File: config.mk
export PLATFORM = sky130hd
export DESIGN_NAME = fetch_unit
export DESIGN_NICKNAME = d
export VERILOG_FILES = /design/src/rtl/fetch_unit.sv
export SDC_FILE = /design/constraint.sdc
export NUM_CORES = 1
export LEC_CHECK = 0
export CORE_ASPECT_RATIO = 0.8
export CORE_MARGIN = 10
export CORE_UTILIZATION = 61
export DETAILED_ROUTE_END_ITERATION = 8
export GPL_TIMING_DRIVEN = 0
export PLACE_DENSITY = 0.92
export SLEW_MARGIN = 5
export SYNTH_ARGS = -nofsm -noshare
export SYNTH_HDL_FRONTEND = slang
export SYNTH_SLANG_ARGS = --single-unit
File: constraint.sdc
create_clock -name clk -period 19.3 [get_ports clk]
set_input_delay 1.93 -clock clk [delete_from_list [all_inputs] [get_ports clk]]
set_output_delay 1.93 -clock clk [all_outputs]
set_load 0.01 [all_outputs]
File: src/rtl/fetch_unit.sv
// Instruction fetch stage: drives the I-cache x/y read ports and buffers byte-swapped words.
// Define FETCH_DUAL_EN to use the y-port (up to two instructions per cycle).
module fetch_unit #(
    parameter int unsigned QUEUE_DEPTH = 8,
    parameter int unsigned QPTR_WIDTH  = 3,
    parameter logic [31:0] RESET_PC    = 32'h0
) (
    input  logic                  clk,
    input  logic                  rst,
    input  logic                  rdy,
    input  logic                  redirect,
    input  logic [31:0]           redirect_pc,
    output logic                  en_rx,
    output logic [31:0]           pcx,
    output logic                  en_ry,
    output logic [31:0]           pcy,
    input  logic                  hitx,
    input  logic [31:0]           instx,
    input  logic                  hity,
    input  logic [31:0]           insty,
    output logic                  inst_valid,
    output logic [31:0]           inst_out,
    output logic [31:0]           inst_pc,
    input  logic                  inst_ready,
    output logic [QPTR_WIDTH:0]   qcount
);

`ifdef FETCH_DUAL_EN
    localparam int unsigned MARGIN = QUEUE_DEPTH - 2;
`else
    localparam int unsigned MARGIN = QUEUE_DEPTH - 1;
`endif
    localparam int unsigned CW = QPTR_WIDTH + 2;

    logic [31:0]           fetch_pc_q;
    logic [31:0]           req_pc_q;
    logic                  req_valid_q;
    logic [QPTR_WIDTH-1:0] head_q;
    logic [QPTR_WIDTH-1:0] tail_q;
    logic [QPTR_WIDTH:0]   count_q;
    logic [31:0]           q_inst [QUEUE_DEPTH];
    logic [31:0]           q_pc   [QUEUE_DEPTH];

    logic          active;
    logic          accept;
    logic          accept2;
    logic          pop;
    logic [CW-1:0] n_push;
    logic [CW-1:0] count_next;
    logic [31:0]   next_pc;

    // Cache returns the first memory byte in [31:24]; decode wants it in [7:0].
    function automatic logic [31:0] swap(input logic [31:0] w);
        return {w[7:0], w[15:8], w[23:16], w[31:24]};
    endfunction

    always_comb begin
        active  = rdy && !rst && !redirect;
        accept  = active && req_valid_q && hitx;
`ifdef FETCH_DUAL_EN
        accept2 = accept && hity;
`else
        accept2 = 1'b0;
`endif
        pop        = active && (count_q != '0) && inst_ready;
        n_push     = CW'(accept) + CW'(accept2);
        count_next = CW'(count_q) + n_push - CW'(pop);
        if (accept2) begin
            next_pc = req_pc_q + 32'd8;
        end else if (accept) begin
            next_pc = req_pc_q + 32'd4;
        end else begin
            next_pc = fetch_pc_q;
        end
    end

    // Only issue if the response could be pushed without overflowing the queue.
    always_comb begin
        pcx        = rst ? RESET_PC : next_pc;
        en_rx      = active && (count_next <= CW'(MARGIN));
`ifdef FETCH_DUAL_EN
        en_ry      = en_rx;
        pcy        = pcx + 32'd4;
`else
        en_ry      = 1'b0;
        pcy        = 32'h0;
`endif
        inst_valid = (count_q != '0);
        inst_out   = q_inst[head_q];
        inst_pc    = q_pc[head_q];
        qcount     = count_q;
    end

    always_ff @(posedge clk) begin
        if (rst) begin
            fetch_pc_q  <= RESET_PC;
            req_pc_q    <= RESET_PC;
            req_valid_q <= 1'b0;
            head_q      <= '0;
            tail_q      <= '0;
            count_q     <= '0;
        end else if (redirect) begin
            fetch_pc_q  <= {redirect_pc[31:2], 2'b00};
            req_valid_q <= 1'b0;
            head_q      <= '0;
            tail_q      <= '0;
            count_q     <= '0;
        end else if (!rdy) begin
            // The cache drops its pending response on a stall, so the request is lost.
            req_valid_q <= 1'b0;
        end else begin
            fetch_pc_q  <= next_pc;
            req_pc_q    <= pcx;
            req_valid_q <= en_rx;
            head_q      <= head_q + QPTR_WIDTH'(pop);
            tail_q      <= tail_q + QPTR_WIDTH'(n_push);
            count_q     <= count_next[QPTR_WIDTH:0];
        end
    end

    always_ff @(posedge clk) begin
        if (accept) begin
            q_inst[tail_q] <= swap(instx);
            q_pc[tail_q]   <= req_pc_q;
        end
        if (accept2) begin
            q_inst[tail_q + QPTR_WIDTH'(1)] <= swap(insty);
            q_pc[tail_q + QPTR_WIDTH'(1)]   <= req_pc_q + 32'd4;
        end
    end

    logic unused_bits;
    assign unused_bits = ^{redirect_pc[1:0], hity, insty};

endmodule

Yosys cells after proc, flatten, opt, wreduce, memory -nomap -nowiden
Memory sizes are Yosys's and may differ from the RTL's. A register that Yosys moved wholly into a read port is not among the register bits.
Cells that the tools add are included.

word-level totals
  bits of input ports = 103
  memory bits (writable) = 512
  word-level logic and storage cells = 41
  flip-flop bits (word level) = 75
  memories = 2

memory list
  name    depth  bits a word  read ports  clocked after Yosys merged registers in  wr ports  line  text
  q_inst  8      32           1           1                                        1         41    logic [31:0] q_inst [QUEUE_DEPTH];
  q_pc    8      32           1           1                                        1         42    logic [31:0] q_pc [QUEUE_DEPTH];

cells by class
  bitwise logic cells = 2
  add/subtract/negate cells = 5
  reductions and logical operators = 14
  order comparisons = 1
  multiplexer cells = 10

operators by type and width
  cell                   number
  $mux 32                4
  $add 32x3->32 const B  1
  $mux 3                 4
  $logic_and 1x1->1      7
  $add 3x1->3            2
  $add 4x1->5            1
  $le 5x3->1 const B     1
  $sub 5x1->5            1
  $reduce_bool 4->1      1
  $reduce_or 3->1        1
  $logic_not 1->1        2
  $mux 1                 2
  $not 1->1              2
  $reduce_and 2->1       1
  $reduce_bool 2->1      1
  $reduce_or 2->1        1

Logic depth before layout (Yosys ltp)
Gate-level depths: netlist of the first run.

  depth in word-level cells = 9
  gate-level depth with buffers = 17
  mapped depth without buffers = 13

Worst setup path after synthesis of the first run
No wires, ideal clock.

  path kind = input to register
  start = in rdy
  end = mem q_inst[2][0] (enable)
  setup time = 0.666 ns
  cell stages on the path = 7
  path slack = 9.210 ns
  arrival time = 9.423 ns
  path buffers = 3
  path through = buf_2 -> nor2b_1 -> buf_2 -> and2_1 -> inv_2 -> clkbuf_1 -> nor4b_1

between the ends
  word-level cells in the longest chain between the ends = 6

RTL lines
  what                            line  text
  start: declaration              10    input logic rdy,
  $logic_and 1x1->1 (2 in a row)  58    active = rdy && !rst && !redirect;
  $logic_and 1x1->1 (2 in a row)  59    accept = active && req_valid_q && hitx;
  $mux 1                          122   if (accept) begin
  $mux 1 (implied by the code)    123   q_inst[tail_q] <= swap(instx);
  end: declaration                41

No other way between the ends.

Worst setup path after layout of the first run
  start = in rst
  end = out en_rx

between the ends
  word-level cells in the longest chain between the ends = 9
  elaborated cells on any way between the ends = 11
  classes of those cells = add/sub (2); order compare (1); reduce/logical (8)

RTL lines
  what                              line  text
  start: declaration                9     input logic rst,
  $logic_not 1->1 *                 58
  $logic_and 1x1->1 * (2 in a row)  58
  $logic_and 1x1->1 (2 in a row)    59
  $add 4x1->5                       67    count_next = CW'(count_q) + n_push - CW'(pop);
  $sub 5x1->5                       67
  $le 5x3->1                        80    en_rx = active && (count_next <= CW'(MARGIN));
  $logic_and 1x1->1 *               80
  end: declaration                  13    output logic en_rx,

Every way passes the cells marked *; elsewhere a longest branch is shown, timed or not.

==> metrics, run 1 <==
status complete, no violations; top cells by area, synth edfxtp_1, mux4_2, dfxtp_1; final WL 57600 microns; vias 14000; chip height 197 microns; final period utilization 43.6%; Root Buffer clkbuf_16; Max Freq 119 MHz; final setup violation count 0; number of flops mapped to enable cells by yosys 512; Starting Density 62.1%; Top Layer Used met4; leakage power 0.00960 uW; port buffer count 167; WP data required 17.37 ns; RD Place Congestion 0.899; Detailed Routing Iterations Pass 1 6; layout cell share with drive strength beyond 1 24.9%; Synth top area share 64.4%; Layout Skew 0.0197 ns; Placed Cells 2112; first-pass GRT wire length 88100 microns; Worst IR Drop VDD 0.0668 mV; Core ar. 38400 sq um; post-synthesis register bit count 590; Overflow after GRT 0; H-tree Lvls 2; via/cell ratio 6.31; final setup TNS 0 ns; HP Class reg2reg; largest net degree at the start of global routing 27; Post-Synthesis Cells 1354; crit-path max FO 10; TritonCTS clock tree yes; Slew HR 37.5%; Slew Viols, Final 0; IO Pins 238; Startpoint Class primary input; ANT nets after route 0; final hold violations 0; nets 1788; Clock Sinks 590; sequential-to-total area share from yosys stat 70.9%; most used flip-flop cell after synthesis edfxtp_1; area grow syn2layout 20.6%; post-CTS setup buffer count 0; library cells used by synthesis 62; Synth async-reset ratio 0%; Clock Latency Late Sink 0.59 ns; die area 47500 sq um; Least-Margin Pin Slew 0.934 ns; Metal-1 WL 22300 microns; area leader, netlist edfxtp_1; wire length per cell 26.0 microns; type of the worst setup path in2out; PD cells 90.0 nW/um^2; Syn Area/Cell 17.6 sq um; Num CTS Buffers 54; post-route non-filler standard cell count 2214; hpwl dp 38100 microns; met2 wire len 28200 microns; Syn Std Cell Area 23900 sq um; Crit. End Element output pin; initial antenna violation count 0; drt drc 0; CP Data Arrival Time 6.48 ns; max_cap viols 0; met3 routed WL 5680 microns; Yosys warnings 0; # rows 64; Final min period 8.41 ns; CTS max path bufs 3; # hold bufs at CTS 0; Chip Width 241 microns; Total GRT Usage 24.5%; Reg clk slew, reported paths 0.07 ns; Pwr Total 2590 uW; number of global-route vias before repair 14400; post-cts resize count 0; RSZ-0062 raised after global routing false; Iteration-0 DRC Markers 1880
## critical path: stages
cell,delay [ns]
clkdlybuf4s50_1,0.68
and3b_1,0.23
buf_2,0.17
and2_1,0.21
inv_2,0.13
clkbuf_1,0.50
buf_1,0.44
ha_1,0.32
inv_1,0.06
ha_1,0.16
inv_1,0.07
fa_1,0.42
inv_1,0.07
a21oi_1,0.06
o21bai_1,0.18
xnor2_1,0.11
nor3_1,0.16
clkdlybuf4s50_1,0.57
## routing by layer
metal | GRT usage (%) | vias to the layer above
li1 | - | 5975
met1 | 32.7 | 6972
met2 | 40.4 | 887
met3 | 5.35 | 128
met4 | 6.60 | 0
met5 | 0 | -
## layout by cell type (no fill, tap or decap), types with 5 or more instances in the layout
master,count
buf_2,24
mux4_2,128
clkdlybuf4s50_1,167
nor3_1,38
clkbuf_1,64
or3_1,7
nand3_1,10
xor2_1,7
a211oi_1,17
nand4_1,9
buf_1,5
bufinv_16,9
clkinv_2,6
a22oi_1,10
clkinv_1,5
a31oi_1,5
o32ai_1,5
mux2_2,69
edfxtp_1,512
a21oi_1,57
buf_6,16
inv_1,17
nor4_1,7
nand2_1,54
conb_1,33
clkbuf_16,55
buf_4,78
mux2i_1,14
nor3b_1,8
nor2_1,60
and3_1,7
dfxtp_1,78
xnor2_1,14
o21ai_0,30
ha_1,11
nor3_2,7
## kinds of logic after synthesis
family                     share of synthesized area, %
and+or+nand+nor                                    5.40
DFF                                                70.9
other                                            0.0157
buffers and inverters                              2.72
adders and majority gates                         0.660
muxes                                              15.9
xor gates and xnor gates                          0.770
AOI/OAI and AO/OA                                  3.57
## stage by stage
stage | worst slack, ns | hold WS (ns) | area (sq um) | util (%)
after floorplan | 9.21 | 0.446 | 24000 | -
after global placement | 2.96 | 0.479 | 26300 | 68.4
after detailed placement | 11.00 | 0.482 | 26900 | 70.0
after CTS | 10.98 | 0.491 | 28800 | 74.9
after global routing | 10.63 | 0.532 | 28800 | 74.9
final | 10.89 | 0.491 | 28800 | 74.9
## synthesized netlist by cell type (2+ instances only)
cell	instances
buf_4	34
xor2_1	7
a211oi_1	17
edfxtp_1	512
and2_1	4
nor2_1	61
inv_1	17
nand2_1	54
o211ai_1	2
nand4b_1	2
nand3b_1	3
a221oi_1	3
nor4b_1	2
dfxtp_1	78
o22ai_1	2
nand3_1	10
o32ai_1	5
o21a_1	3
nor3_2	5
nor3b_1	10
and2_0	2
nor4_1	8
a21oi_1	57
nand4_1	9
o21ai_0	30
nor2b_1	4
buf_2	24
ha_1	11
a31oi_1	5
mux2i_1	14
or2_2	4
mux2_2	69
nand3_2	2
xnor2_1	14
a22oi_1	10
buf_1	5
nor3_1	40
and3_1	7
mux4_2	128
clkbuf_1	49
or3_1	7
nand2b_1	4
## flip-flops by register name, summed over array words and instances (netlist names), named ones only
signal and count:
q_inst 256, q_pc 256, fetch_pc_q 32, req_pc_q 32, qcount 4, head_q 3
tail_q 3, req_valid_q 1
## area by class of cell
class                      count  area [sq um]
inverter                      19          71.3
tap                          495           619
buffer                       112           578
antenna                        1          2.50
sequential                   590         16900
clock buffer                  75          1490
timing repair buffer         231          2250
fill                        2157          9650
multi-input combinational    665          6450
clock inverter                26           380
## power breakdown
| part | switching, uW | internal, uW | leakage [uW] |
|---|---|---|---|
| clock | 461 | 663 | 0.000914 |
| combinational | 39.3 | 33.7 | 0.00321 |
| sequential | 8.96 | 1380 | 0.00547 |
## worst paths after layout
| kind | startpoint | to | slack, ns | cells after the start |
|---|---|---|---|---|
| worst max-delay path | rst | en_rx | 10.89 | 18 |
| worst min-delay path | fetch_pc_q[2] | req_pc_q[2] | 0.49 | 2 |
| worst min register to register | fetch_pc_q[2] | req_pc_q[2] | 0.49 | 2 |
| worst max register to register | req_valid_q | q_inst[6][29] | 15.61 | 10 |
Power figures use the tool's default switching activity.
==> run 2, diff against run 1 <==
Settings changed: CORE_UTILIZATION 61 to 57, PLACE_DENSITY 0.92 to 0.87.
Clock period 19.3 ns to 8.05 ns, I/O delays scaled along.
==> run 2 against run 1 <==
Register-to-register slack worse by 11 ns. Sequential cell count stayed put. Clock skew is 0.0040 ns higher. First-iteration DRC count is 2.7% lower. Clock-buffer cell count is 10 lower. Critical path depth stayed put. Via count is 0.16% lower. Sequential share of layout area is 0.16 points lower. Die area is 6.4% higher.
==> metrics, run 2 (synthesis gave the netlist of run 1 again) <==
crit-path max cell delay 0.64 ns (-0.04 ns); Worst IR Drop VDD 0.163 mV (+140%); Crit path buffers/inverters 9 (unchanged); Clock Power Share 42.8% (-0.6 points); largest net degree at the start of global routing 22 (-19%); most frequent cells in the layout edfxtp_1, clkdlybuf4s50_1, mux4_2; RD Place Congestion 0.907 (+0.89%); Seq pwr share 54.4% (+0.6 points); status complete, no violations; crit-path most repeated cell inv_1; FILL cells 2510 (+16%); nets 1791 (+0.17%); R2R Path Start req_valid_q; chip height 203 microns (+3.1%); Crit. End Element output pin; grt peak-use layer met2; kind of cell adding the most delay to the critical path buffers and inverters; wire length per cell 25.6 microns (-1.6%); Clock Sinks 590 (unchanged); Total GRT Usage 22.5% (-2.0 points); final setup TNS 0 ns (unchanged); final hold violations 0 (unchanged); Iteration-0 DRC Markers 1829 (-2.7%); Overflow after GRT 0 (unchanged); Clock Latency Late Sink 0.59 ns (about the same); crit-path max FO 10 (unchanged); first-pass GRT wire length 87800 microns (-0.34%); critical path depth 18 (unchanged); vias 13900 (-0.16%); HP Class reg2reg; Global Route met2 Usage 38.0% (-2.4 points); biggest registers after layout q_inst: 256 flops, q_pc: 256 flops; dpl cell area 27000 sq um (+0.48%); PD cells 213 nW/um^2 (+140%); WP data required 7.24 ns (-10.13 ns); Logic pwr share 2.8% (about the same); max_cap viols 0 (unchanged); r2r worst-path depth 16 (+6); final period utilization 76.0%; crit path to en_rx; ANT nets after route 0 (unchanged); Pwr Total 6140 uW (+140%); number of diodes 0 (-1); P_int 4940 uW (+140%); drt drc 0 (unchanged); hpwl dp 39100 microns (+2.6%); via/cell ratio 6.16 (-2.2%); Slew HR 42.0% (+4.6 points); Max Freq 164 MHz; initial antenna violation count 0 (unchanged); CTS max path bufs 3 (unchanged); post-cts resize count 0 (unchanged); H-tree Lvls 2 (unchanged); Chip Width 249 microns (+3.2%); Root Buffer clkbuf_16; RSZ-0062 raised after global routing false; Final min period 6.12 ns; GR Util met3 4.66% (-0.70 points); port buffer count 167 (unchanged); Least-Margin Pin Slew 0.865 ns (-0.0690 ns); Detailed Routing Iterations Pass 1 6 (unchanged); IO Pins 238 (unchanged); final setup violation count 0 (unchanged); most common cell after layout, fill and taps aside edfxtp_1; share of total power consumed by net switching 19.6% (-0.064 points); P_sw 1200 uW (+140%); post-CTS setup buffer count 0 (unchanged); Num CTS Buffers 54 (unchanged); Cell Chain, Critical Path clkdlybuf4s50_1 > and3b_1 > buf_2 > and2_1 > inv_2 > clkbuf_1 > buf_1 > ha_1 > inv_1 > ha_1 > inv_1 > fa_1 > inv_1 > a21oi_1 > o21bai_1 > xnor2_1 > nor3_1 > clkdlybuf4s50_1; CP Data Arrival Time 5.31 ns (-1.17 ns); Final WS setup 1.93 ns (-8.95 ns); layout cell share with drive strength beyond 1 25.1% (+0.25 points); number of global-route vias before repair 14100 (-1.9%); leakage power 0.00960 uW (about the same); Layout Skew 0.0237 ns (+0.00401 ns); Critical R2R Capture req_valid_q; final WL 57900 microns (+0.48%); Startpoint Class primary input; Slew Viols, Final 0 (unchanged); Min Hold Slack 0.493 ns (+0.00181 ns); Starting Density 58.2% (-3.9 points); area grow syn2layout 20.9%; worst setup path start rst; Core ar. 41000 sq um (+6.8%); GR Util met1 29.6% (-3.1 points); reg-to-reg slack, setup 4.45 ns (-11.16 ns); die area 50500 sq um (+6.4%); # hold bufs at CTS 0 (unchanged); slowest CP cell clkdlybuf4s50_1; TritonCTS clock tree yes; final instance area 28900 sq um (+0.28%); type of the worst setup path in2out; # rows 66 (+3.1%); pre-CTS setup slack 2.01 ns (-8.99 ns); Reg clk slew, reported paths 0.06 ns (about the same)
==> run 2: changes by cell type in the layout (fill, tap and decap cells not counted), sizes merged <==
| cell | delta |
|---|---|
| bufinv | -1 |
| diode | -1 |
| buf | +3 |
| clkinv | +4 |
| clkbuf | -10 |
| clkinvlp | +3 |
==> run 2: per-stage QoR <==
step / utilization [%] / instances
global route: 70.3 / 2261
finish: 70.3 / 2261
floorplan: - / 1386
CTS: 70.3 / 2261
global placement: 64.2 / 2097
detailed placement: 65.9 / 2164
==> run 2: worst min-delay path, delay by kind of cell (launching register included) <==
| family | cells | cell delay [ns] |
|---|---|---|
| compound gates | 1 | 0.07 |
| flops | 1 | 0.31 |
| simple gates | 1 | 0.06 |
==> run 2: how the worst min path moves through the flow <==
stage / startpoint / end / slack (ns) / cells after the start
6_report: fetch_pc_q[2] / req_pc_q[2] / 0.49 / 2
5_1_grt: fetch_pc_q[2] / req_pc_q[2] / 0.52 / 2
4_1_cts: fetch_pc_q[2] / req_pc_q[2] / 0.49 / 2
3_5_place_dp: fetch_pc_q[2] / req_pc_q[2] / 0.49 / 2
3_3_place_gp: fetch_pc_q[29] / req_pc_q[29] / 0.48 / 2
2_1_floorplan: fetch_pc_q[29] / req_pc_q[29] / 0.45 / 2
==> run 2: area by class of cell <==
class | count | area (sq um) | area share [%]
timing repair buffer | 234 | 2320 | 8.04
multi-input combinational | 665 | 6450 | 22.4
sequential | 590 | 16900 | 58.7
clock buffer | 65 | 1450 | 5.04
tap | 544 | 681 | 2.36
inverter | 19 | 71.3 | 0.247
buffer | 112 | 578 | 2.00
clock inverter | 32 | 372 | 1.29
==> run 2: power by group through the flow <==
stage | registers, uW | logic [uW] | clock network (uW)
after floorplan | 3400 | 84.9 | 0
after global placement | 3400 | 163 | 0
after detailed placement | 3400 | 169 | 0
after CTS | 3340 | 170 | 2650
after global routing | 3340 | 189 | 2770
final | 3340 | 174 | 2630
==> run 2: metal layers <==
| layer | share of wire [%] | wire length, microns |
|---|---|---|
| met1 | 38 | 22100 |
| met2 | 50 | 29000 |
| met3 | 9.8 | 5700 |
| met4 | 2.0 | 1140 |
| met5 | 0 | 0 |
==> run 3, diff against run 2 <==
Clock period 8.05 ns to 6.3 ns, I/O delays scaled along.
==> run 3 against run 2 <==
First-iteration DRC count down 6.2%. Critical path depth unchanged. Clock power grew 22%. Hold slack got worse by 0.011 ns. Final area decreased by 0.41%. Utilization down 0.29 points. Register-to-register slack lost 1.9 ns. Sequential power increased by 28%. Setup slack lost 1.5 ns. Die area did not move.
==> metrics, run 3 (synthesis gave the netlist of run 1 again) <==
status complete, no violations; Slew Viols, Final 0 (unchanged); Core ar. 41000 sq um (unchanged); most common cell after layout, fill and taps aside edfxtp_1; PD cells 268 nW/um^2 (+26%); leakage power 0.00954 uW (-0.62%); crit-path most repeated cell inv_1; Clock Sinks 590 (unchanged); Overflow after GRT 0 (unchanged); crit-path max FO 10 (unchanged); final WL 56400 microns (-2.5%); WP data required 5.67 ns (-1.57 ns); Layout Skew 0.0142 ns (-0.00951 ns); hpwl dp 38300 microns (-2.1%); max_cap viols 0 (unchanged); ANT nets after route 0 (unchanged); crit-path max cell delay 0.68 ns (+0.04 ns); post-route non-filler standard cell count 2258 (-0.13%); final period utilization 93.6%; drt drc 0 (unchanged); # hold bufs at CTS 0 (unchanged); Detailed Routing Iterations Pass 1 5 (-1); largest net degree at the start of global routing 27 (+23%); nets 1786 (-0.28%); Least-Margin Pin Slew 1.12 ns (+0.253 ns); CTS max path bufs 3 (unchanged); Starting Density 58.2% (unchanged); Startpoint Class primary input; reg-to-reg slack, setup 2.58 ns (-1.87 ns); vias 13700 (-2.0%); HP Class in2reg; biggest registers after layout q_inst: 256 flops, q_pc: 256 flops; die area 50500 sq um (unchanged); TritonCTS clock tree yes; via/cell ratio 6.05 (-1.9%); post-cts resize count 0 (unchanged); Iteration-0 DRC Markers 1715 (-6.2%); wire length per cell 25.0 microns (-2.4%); first-pass GRT wire length 86000 microns (-2.1%); final setup violation count 0 (unchanged); final hold violations 0 (unchanged); type of the worst setup path in2out; # rows 66 (unchanged); Critical R2R Capture q_inst[0][30]; H-tree Lvls 2 (unchanged); port buffer count 167 (unchanged); Worst IR Drop VDD 0.229 mV (+41%); Crit. End Element output pin; pre-CTS setup slack 0.575 ns (-1.44 ns); Chip Width 249 microns (unchanged); RSZ-0062 raised after global routing false; CP Data Arrival Time 5.27 ns (-0.04 ns); RD Place Congestion 0.903 (-0.41%); slowest CP cell clkdlybuf4s50_1; R2R Path Start req_valid_q; Num CTS Buffers 54 (unchanged); Root Buffer clkbuf_16; post-CTS setup buffer count 0 (unchanged); layout cell share with drive strength beyond 1 24.6% (-0.48 points); Max Freq 170 MHz; Final min period 5.90 ns; Total GRT Usage 22.0% (-0.46 points); Placed Cells 2159 (-0.23%); Cell Chain, Critical Path clkdlybuf4s50_1 > and3b_1 > buf_2 > and2_1 > inv_2 > clkbuf_1 > buf_1 > ha_1 > inv_1 > ha_1 > inv_1 > fa_1 > inv_1 > a21oi_1 > o21bai_1 > xnor2_1 > nor3_1 > clkdlybuf4s50_1; Clock Latency Late Sink 0.58 ns (about the same); IO Pins 238 (unchanged); chip height 203 microns (unchanged); area grow syn2layout 20.4%; number of global-route vias before repair 14000 (-0.31%); r2r worst-path depth 12 (-4); Slew HR 25.5% (-17 points); number of diodes 0 (unchanged); Reg clk slew, reported paths 0.06 ns (about the same); most frequent cells in the layout edfxtp_1, clkdlybuf4s50_1, mux4_2; Final WS setup 0.402 ns (-1.53 ns); initial antenna violation count 1 (+1); crit path to en_rx; worst setup path start rst
-- run 3: how the worst min path moves through the flow --
stage	from	end	slack [ns]	cells after the start
after global placement	fetch_pc_q[29]	req_pc_q[29]	0.48	2
final	rdy	qcount[0]	0.48	3
after floorplan	fetch_pc_q[29]	req_pc_q[29]	0.45	2
after CTS	rdy	qcount[0]	0.46	3
after detailed placement	fetch_pc_q[24]	req_pc_q[24]	0.48	2
after global routing	rdy	qcount[0]	0.48	3
-- run 3: stage by stage --
stage | hold slack (ns) | power, uW | setup TNS, ns | instance area (sq um) | util [%]
2_1_floorplan | 0.446 | 4450 | -549.84 | 24000 | -
3_3_place_gp | 0.477 | 4560 | -2934.54 | 26400 | 64.2
3_5_place_dp | 0.479 | 4570 | 0 | 27000 | 65.8
4_1_cts | 0.463 | 7750 | 0 | 28700 | 70.0
5_1_grt | 0.477 | 7910 | 0 | 28700 | 70.0
6_report | 0.482 | 7700 | 0 | 28700 | 70.0
-- run 3: worst max-delay path: cells and delay by family --
family	cells	cell delay (ns)
adders and majority gates	3	0.92
and+or+nand+nor	3	0.65
xor gates and xnor gates	1	0.11
buffers and inverters	9	2.72
AOI/OAI and AO/OA	2	0.22
-- run 3: report_power, final --
| part | switching, uW | total (uW) | internal [uW] |
|---|---|---|---|
| Clock | 1370 | 3210 | 1840 |
| Combinational | 119 | 223 | 103 |
| Sequential | 27.1 | 4270 | 4240 |
-- run 3: per-layer routing --
layer | part of all wire [%] | wire (microns) | vias to the layer above | global-route usage (%)
li1 | - | - | 5962 | -
met1 | 40 | 22400 | 6921 | 29.1
met2 | 50 | 28100 | 682 | 37.0
met3 | 8.4 | 4750 | 89 | 4.52
met4 | 2.1 | 1160 | 2 | 5.33
met5 | 0.023 | 13 | - | 0
-- run 3: cell type report --
cell class	instances	area (sq um)
Sequential cell	590	16900
Fill cell	2525	12300
Multi-Input combinational cell	665	6460
Timing Repair Buffer	229	2280
Clock buffer	63	1410
Tap cell	544	681
Buffer	112	578
Clock inverter	36	334
Inverter	19	71.3
